$ cat src/rtl/fifo_uart_pkg.sv
`default_nettype none
// ============================================================================
//  Module   : fifo_uart_pkg
//  Purpose  : Shared types and constants for the FIFO-fed UART transmitter.
//             Provides the serialiser state encoding and the parity-mode
//             encoding used by the PARITY parameter.
//  Revision : 1.0  initial release
// ============================================================================
package fifo_uart_pkg;

   // Serialiser states. Names carry an S_ prefix so that S_PARITY cannot be
   // confused with the PARITY parameter of the transmitter.
   typedef enum logic [2:0] {
      S_IDLE   = 3'd0,
      S_LOAD   = 3'd1,
      S_START  = 3'd2,
      S_DATA   = 3'd3,
      S_PARITY = 3'd4,
      S_STOP   = 3'd5
   } state_t;

   // Parity-mode encoding for the PARITY parameter.
   localparam int PAR_NONE = 0;
   localparam int PAR_EVEN = 1;
   localparam int PAR_ODD  = 2;

endpackage
`default_nettype wire

$ cat src/rtl/fifo_uart_tx_baud.sv
`default_nettype none
// ============================================================================
//  Module   : uart_baud_counter
//  Purpose  : Bit-period timer. Counts 0..CLKS_PER_BIT-1 and wraps, and is
//             forced back to 0 by `clear` so every state starts a full period.
//  Ports    : clk       in  system clock
//             rst       in  synchronous active-high reset
//             clear     in  restart the bit period (state entry)
//             bit_tick  out high while count == CLKS_PER_BIT-1 (last cycle)
//             pre_tick  out high while count == CLKS_PER_BIT-2, one cycle
//                           ahead of bit_tick, so the parent can register
//                           outputs that must line up with the last cycle
//  Revision : 1.0  initial release
// ============================================================================
module uart_baud_counter #(
   parameter int CLKS_PER_BIT = 16
) (
   input  logic clk,
   input  logic rst,
   input  logic clear,
   output logic bit_tick,
   output logic pre_tick
);

   localparam int CW = (CLKS_PER_BIT > 2) ? $clog2(CLKS_PER_BIT) : 1;
   localparam logic [CW-1:0] LAST = CW'(CLKS_PER_BIT - 1);
   localparam logic [CW-1:0] PRE  = CW'(CLKS_PER_BIT - 2);

   logic [CW-1:0] count;

   always_ff @(posedge clk) begin
      if (rst || clear || bit_tick) begin
         count <= '0;
      end else begin
         count <= count + CW'(1);
      end
   end

   assign bit_tick = (count == LAST);
   assign pre_tick = (count == PRE);

endmodule
`default_nettype wire

$ cat src/rtl/fifo_uart_tx.sv
`default_nettype none
// ============================================================================
//  Module   : fifo_uart_tx
//  Purpose  : Drains a byte FIFO through its read port and serialises each
//             byte as a UART frame: start, LSB-first data, optional parity,
//             1 or 2 stop bits. A byte is popped only from IDLE, so there is
//             at most one pop per frame.
//  Ports    : clk         in  system clock (rising edge)
//             rst         in  synchronous active-high reset
//             tx_en       in  allow fetching the next byte (sampled in IDLE)
//             fifo_empty  in  FIFO empty flag
//             fifo_data   in  FIFO registered read data, valid in LOAD
//             fifo_rd_en  out FIFO read strobe (combinational)
//             tx          out serial line, registered, idle high
//             busy        out registered, high whenever not IDLE
//             frame_done  out registered pulse in the last stop-bit cycle
//  Revision : 1.0  initial release
// ============================================================================
module fifo_uart_tx
   import fifo_uart_pkg::*;
#(
   parameter int DATA_W       = 8,
   parameter int CLKS_PER_BIT = 16,
   parameter int PARITY       = 0,
   parameter int STOP_BITS    = 1
) (
   input  logic              clk,
   input  logic              rst,
   input  logic              tx_en,
   input  logic              fifo_empty,
   input  logic [DATA_W-1:0] fifo_data,
   output logic              fifo_rd_en,
   output logic              tx,
   output logic              busy,
   output logic              frame_done
);

   if (CLKS_PER_BIT < 2) begin : g_bad_clks_per_bit
      $error("fifo_uart_tx: CLKS_PER_BIT must be 2 or more");
   end
   if (STOP_BITS != 1 && STOP_BITS != 2) begin : g_bad_stop_bits
      $error("fifo_uart_tx: STOP_BITS must be 1 or 2");
   end
   if (PARITY < 0 || PARITY > 2) begin : g_bad_parity
      $error("fifo_uart_tx: PARITY must be 0, 1 or 2");
   end

   localparam int             IDX_W     = (DATA_W > 2) ? $clog2(DATA_W) : 1;
   localparam logic [IDX_W-1:0] LAST_BIT  = IDX_W'(DATA_W - 1);
   localparam logic [IDX_W-1:0] LAST_STOP = IDX_W'(STOP_BITS - 1);
   localparam logic           HAS_PAR   = (PARITY != PAR_NONE);
   localparam logic           ODD       = (PARITY == PAR_ODD);

   state_t              state, next_state;
   logic [DATA_W-1:0]   shift, shift_n;
   logic [IDX_W-1:0]    idx, idx_n;      // data-bit index, reused for stop bits
   logic                par_bit, par_n;
   logic                tx_d, done_d, clear;
   logic                bit_tick, pre_tick;

   // Leaving IDLE on the same edge as the pop is what limits it to one read.
   assign fifo_rd_en = !rst && (state == S_IDLE) && tx_en && !fifo_empty;
   assign clear      = (next_state != state);

   uart_baud_counter #(
      .CLKS_PER_BIT (CLKS_PER_BIT)
   ) u_baud (
      .clk      (clk),
      .rst      (rst),
      .clear    (clear),
      .bit_tick (bit_tick),
      .pre_tick (pre_tick)
   );

   always_comb begin
      next_state = state;
      shift_n    = shift;
      idx_n      = idx;
      par_n      = par_bit;
      done_d     = 1'b0;
      unique case (state)
         S_IDLE: begin
            if (fifo_rd_en) next_state = S_LOAD;
         end
         S_LOAD: begin
            shift_n    = fifo_data;
            par_n      = (^fifo_data) ^ ODD;
            next_state = S_START;
         end
         S_START: begin
            if (bit_tick) begin
               next_state = S_DATA;
               idx_n      = '0;
            end
         end
         S_DATA: begin
            if (bit_tick) begin
               shift_n = shift >> 1;
               if (idx == LAST_BIT) begin
                  idx_n      = '0;
                  next_state = HAS_PAR ? S_PARITY : S_STOP;
               end else begin
                  idx_n = idx + IDX_W'(1);
               end
            end
         end
         S_PARITY: begin
            if (bit_tick) begin
               next_state = S_STOP;
               idx_n      = '0;
            end
         end
         S_STOP: begin
            // Registered one cycle early so the pulse sits in the last cycle.
            if (pre_tick && idx == LAST_STOP) done_d = 1'b1;
            if (bit_tick) begin
               if (idx == LAST_STOP) next_state = S_IDLE;
               else                  idx_n      = idx + IDX_W'(1);
            end
         end
         default: next_state = S_IDLE;
      endcase

      // The line level is registered from the state being entered, so tx
      // always matches the state that is current on the following cycle.
      unique case (next_state)
         S_START:  tx_d = 1'b0;
         S_DATA:   tx_d = shift_n[0];
         S_PARITY: tx_d = par_n;
         default:  tx_d = 1'b1;
      endcase
   end

   always_ff @(posedge clk) begin
      if (rst) begin
         state      <= S_IDLE;
         shift      <= '0;
         idx        <= '0;
         par_bit    <= 1'b0;
         tx         <= 1'b1;
         busy       <= 1'b0;
         frame_done <= 1'b0;
      end else begin
         state      <= next_state;
         shift      <= shift_n;
         idx        <= idx_n;
         par_bit    <= par_n;
         tx         <= tx_d;
         busy       <= (next_state != S_IDLE);
         frame_done <= done_d;
      end
   end

endmodule
`default_nettype wire
$ cat config.mk
export PLATFORM = sky130hd
export DESIGN_NAME = fifo_uart_tx
export DESIGN_NICKNAME = d
export VERILOG_FILES = /design/src/rtl/fifo_uart_pkg.sv /design/src/rtl/fifo_uart_tx_baud.sv /design/src/rtl/fifo_uart_tx.sv
export SDC_FILE = /design/constraint.sdc
export NUM_CORES = 1
export LEC_CHECK = 0
export BUFFER_PORTS_ARGS = -buffer_cell sky130_fd_sc_hd__buf_2
export CAP_MARGIN = 20
export CELL_PAD_IN_SITES_DETAIL_PLACEMENT = 2
export CELL_PAD_IN_SITES_GLOBAL_PLACEMENT = 2
export CORE_MARGIN = 4
export CORE_UTILIZATION = 36
export CTS_BUF_LIST = sky130_fd_sc_hd__clkbuf_4
export CTS_CLUSTER_SIZE = 24
export DETAILED_ROUTE_END_ITERATION = 16
export GPL_TIMING_DRIVEN = 0
export PLACE_DENSITY_LB_ADDON = 0.1
export SYNTH_ARGS = -nofsm -noshare
export SYNTH_HDL_FRONTEND = slang
export SYNTH_SLANG_ARGS = --single-unit
$ cat constraint.sdc
create_clock -name clk -period 2.18 [get_ports clk]
set_clock_uncertainty 0.15 [all_clocks]
set_input_delay 0.218 -clock clk [delete_from_list [all_inputs] [get_ports clk]]
set_output_delay 0.218 -clock clk [all_outputs]
set_load 0.005 [all_outputs]
# After elaboration in Yosys (flattened, before gate mapping)
# Cells that the tools add are included.
# classes
add_sub_neg	2
bitwise	1
mux	19
n_reduce_logical	18
eq_ne	16
# ops
cell	n
$mux 3	12
$pmux 3 s6	1
$pmux 8 s2	1
$eq 3x2->1 const B	4
$eq 3x3->1 const B	4
$pmux 3 s3	1
$eq 4x4->1 const B	2
$mux 8	1
$reduce_xor 8->1	1
$logic_not 3->1	2
$ne 2x1->1 const B	3
$reduce_bool 3->1	2
$reduce_and 5->1	1
$add 4x1->4 const B	1
$logic_and 1x1->1	4
$reduce_or 2->1	2
$add 3x1->3 const B	1
$eq 3x1->1 const B	1
$ne 3x3->1	1
$pmux 1 s3	1
$logic_not 1->1	2
$logic_or 1x1->1	2
$mux 1	2
$ne 2x2->1 const B	1
3 further kinds	3
# totals
reg_bits	22

# Longest topological paths before layout
# depth
ltp_word	9
ltp_mapped	8

# Modules after synthesis
# From an unflattened synthesis, not the netlist that was laid out.
# unflattened
cells_unflattened	126
hier_area_um2	1186.1
# modules_own_cells
module	area_each_um2	cells_per_inst	seq_area_each_um2	n_inst
fifo_uart_tx	1006.0	109	360.3	1
uart_baud_counter	180.2	17	80.1	1

# Worst setup path after synthesis
# No wires, ideal clock.
# synth_timing
path_type	reg-to-reg
start	register state[0]
end	register u_baud.count[0]
t_arrival_ns	1.693
slack_ns	0.216
path_stages_with_launch	7
required_time_ns	1.909
path_cell_list	dfxtp_1 > or4b_4 > o21ai_2 > a221oi_1 > or2_1 > buf_6 > mux2_4
# synth_via
elab_chain_len	9
word_cells_on_any_way	20
classes_between	eq/ne (6); mux (8); reduce/logical (6)
# synth_rtl
item	line_no	rtl
start: declaration	fifo_uart_tx.sv:54	state_t state, next_state;
start signal: assignment	fifo_uart_tx.sv:144	state <= next_state;
$logic_not 3->1	fifo_uart_tx.sv:62, fifo_uart_tx.sv:81	
$logic_and 1x1->1 (3 in series)	fifo_uart_tx.sv:62	assign fifo_rd_en = !rst && (state == S_IDLE) && tx_en && !fifo_empty;
$mux 3	fifo_uart_tx.sv:83	if (fifo_rd_en) next_state = S_LOAD;
$pmux 3 s6	fifo_uart_tx.sv:81	unique case (state)
$ne 3x3->1 (*)	fifo_uart_tx.sv:63	assign clear = (next_state != state);
$logic_or 1x1->1 (*) (2 in series)	fifo_uart_tx_baud.sv:32	if (rst || clear || bit_tick) begin
end signal: assignment	fifo_uart_tx_baud.sv:35	count <= count + CW'(1);
end: declaration	fifo_uart_tx_baud.sv:29	logic [CW-1:0] count;
# Every way passes the cells marked *; elsewhere a longest branch is shown, timed or not.
# A chain may end at the register's enable or synchronous reset.

# Final worst setup path
# layout_timing
start	register u_baud.count[0]
end	register u_baud.count[2]
# layout_via
elab_chain_len	6
word_cells_on_any_way	10
classes_between	add/sub (1); eq/ne (2); mux (5); reduce/logical (2)
# layout_rtl
item	line_no	rtl
$eq 4x4->1	fifo_uart_tx_baud.sv:39	assign bit_tick = (count == LAST);
$mux 3 (on tied branches)	n/a	
$pmux 3 s6	fifo_uart_tx.sv:81	
$ne 3x3->1	fifo_uart_tx.sv:63	
$logic_or 1x1->1 (2 in series)	fifo_uart_tx_baud.sv:32	
# Parallel ways exist; a longest one is shown, timed or not.

==> summary.txt <==
Status - finished clean
Startpoint types - flop
Setup CP Type - reg2reg
Worst path required time - 2.29 ns
Worst Path Buf+Inv - 1
CP max-delay cell - or3_1
Vias in the first global route - 1204
Worst hold path startpoint - fifo_data[6]
Placed Instances - 205
Reg2reg setup slack - 0.07 ns
H-tree depth - 1
M1 GR Usage - 20.4%
Drt first pass iters - 4
Die Wd - 66.9 µm
R2R Path End - u_baud.count[2]
Worst Path Max Fanout - 6
Worst slew pin tran - 0.646 ns
Post-Synthesis Cells - 144
Highest clock rate - 474 MHz
Dpl hpwl - 2.62 mm
Core area - 0.00334 mm²
Root buffer cell - clkbuf_4
Initial antenna violation count - 0
Hold path depth - 3
Commonest non-fill, non-tap cell in the layout - dfxtp_1
Cell family with most CP delay - simple AND/OR/NAND/NOR gates
Area growth, synth to finish - 18.2%
Count of input and output buffers - 15
Final wirelength - 3.41 mm
Max-Cap Viols - 0
Synth top area share - 35.3%
Warnings, synthesis - 0
Chip height - 66.9 µm
Top_reg_cell synth - dfxtp_1
Clock Tree Buf Depth - 2
Synth cell types - 42
Leak - 0.000559 µW
Area leader, netlist - dfxtp_1
Via density - 5.39
Post-synth EDFFs - 0
First-pass GRT wire length - 5.77 mm
R2r worst-path depth - 7
PD cells - 582 mW/mm²
Starting Density - 37.4%
Final worst path period need - 2.11 ns
Dominant cells by area after synthesis - dfxtp_1, xnor2_1, ha_1, a21oi_1, a22oi_1
Cell breakdown of the critical path - ha_1 -> and3_1 -> buf_2 -> nor2_2 -> o21ai_0 -> or3_1 -> mux2i_1
Final Hold Viols - 0
Share of cells above drive strength 1 - 19.9%
Global route hottest layer - met2
Pin count of the biggest net entering global routing - 14
Seq. cell area - 443 µm²
Routing usage on met2 - 30.7%
CP Capture Type - flop
Period utilization - 96.8%
Slew HR - 56.8%
Slowest cell delay on critical path - 0.40 ns
Grt ovf - 0
CTS tree - yes
GRT Total Usage - 17.1%
Fin. max-slew vios - 0
Worst skew pair latency - 0.31 ns
Grt met3 use - 2.70%
Clock sink count - 22
Die outline area - 0.00447 mm²
Seq/Total Area, Yosys - 35.3%
Mapped Area - 0.00125 mm²
Yosys reg bits - 22
R2R Path Start - u_baud.count[0]
GP Congestion - 0.721
Final nets - 185
Most frequent cells in the layout - dfxtp_1, buf_2, a21oi_1
Class of the worst hold path - in2reg
DR vias - 1143
DR WL/cell - 16.1 µm
Min Hold Slack - 0.0626 ns
Multi-input logic area - 752 µm²
# DRC - 0
Max VDD drop - 301 µV
Avg Cell Area, Syn - 8.67 µm²
Final ANT Viol Nets - 0
Ys async rst share - 0%
Cell row count - 21
Worst EP arrival - 2.22 ns
Reg clk slew, reported paths - 0.13 ns
Worst Hold Path EP - shift[6]
Inserted Diodes - 0
CTS Buf Count - 3
RSZ-0062 raised after global routing - no
Drt first-iter violations - 52
Syn nets - 162
Final Setup Violations - 0
Fin cells - 212
Filler cells - 391
Num ports - 16
synthesized netlist by cell type (2+ instances only):
library cell  number
dfxtp_1           22
xnor2_1           10
ha_1               6
clkbuf_1           6
nor2b_1            4
mux2i_1            4
a21oi_1           11
nor2_1             8
o21a_1             2
nor3b_1            2
nand3b_1           2
inv_1              6
a22oi_1            6
nand3_1            5
nand2b_1           4
nand2_1            9
or3_1              3
nand4b_1           4
nor3_1             6
o22ai_1            2
worst register-to-register path: cells and delay by family, from the launching register on:
kind	cells	cell delay [ns]
AOI/OAI and AO/OA	1	0.25
and+or+nand+nor	3	0.75
muxes	1	0.13
DFF	1	0.36
adders and majority gates	1	0.24
buffers and inverters	1	0.16
logic make-up after synthesis:
group / share of synthesized area [%]
buffers and inverters: 5.21
and+or+nand+nor: 25.6
xor gates and xnor gates: 7.72
AOI/OAI and AO/OA: 15.8
DFF: 35.3
muxes: 4.41
adders and majority gates: 6.01
power breakdown:
part	switching [µW]	leakage, µW	internal [µW]	total, µW
Combinational	57.6	0.000352	56.6	114
Clock	134	0.0000279	186	320
Sequential	10.5	0.000179	415	426
Total	202	0.000559	658	860
flip-flops by register name, summed over array words and instances (netlist names):
name / flops
shift: 8
u_baud.count: 4
idx: 3
state: 3
busy: 1
frame_done: 1
par_bit: 1
tx: 1
metal layers:
metal / vias to the layer above / wire length, µm
li1: 556 / -
met1: 566 / 1490
met2: 16 / 1790
met3: 5 / 87
met4: 0 / 44
met5: - / 0
how the worst max path moves through the flow:
stage | cells past startpoint | to | from
floorplan | 6 | u_baud.count[0] | state[0]
global placement | 6 | tx | state[1]
detailed placement | 6 | tx | state[1]
CTS | 7 | tx | u_baud.count[0]
global route | 7 | u_baud.count[2] | u_baud.count[0]
finish | 7 | u_baud.count[2] | u_baud.count[0]
stage by stage:
stage / worst slack [ns] / setup TNS, ns / instance area, µm² / util (%) / power, µW
6_report: 0.0705 / 0 / 1480 / 44.2 / 860
5_1_grt: 0.00163 / 0 / 1480 / 44.2 / 905
4_1_cts: -0.0685 / -0.0685 / 1460 / 43.6 / 874
3_5_place_dp: -0.189 / -0.446 / 1380 / 41.4 / 548
3_3_place_gp: -0.0741 / -0.0741 / 1380 / 41.4 / 541
2_1_floorplan: 0.216 / 0 / 1250 / - / 509
cell type report:
cell class,count,share of cell area (%)
inverter,6,1.53
multi-input combinational,107,50.9
buffer,9,3.31
timing repair buffer,18,6.78
tap,46,3.90
clock inverter,1,2.03
clock buffer,3,1.53
sequential,22,30.0
timing repair:
item,4_1_cts,5_1_grt
endpoints found under the hold margin,1,0
setup buffers,0,2
setup endpoints to repair,6,5
pin swaps,1,2
hold buffers,1,0
gates resized for setup,5,4
Power figures use the tool's default switching activity.
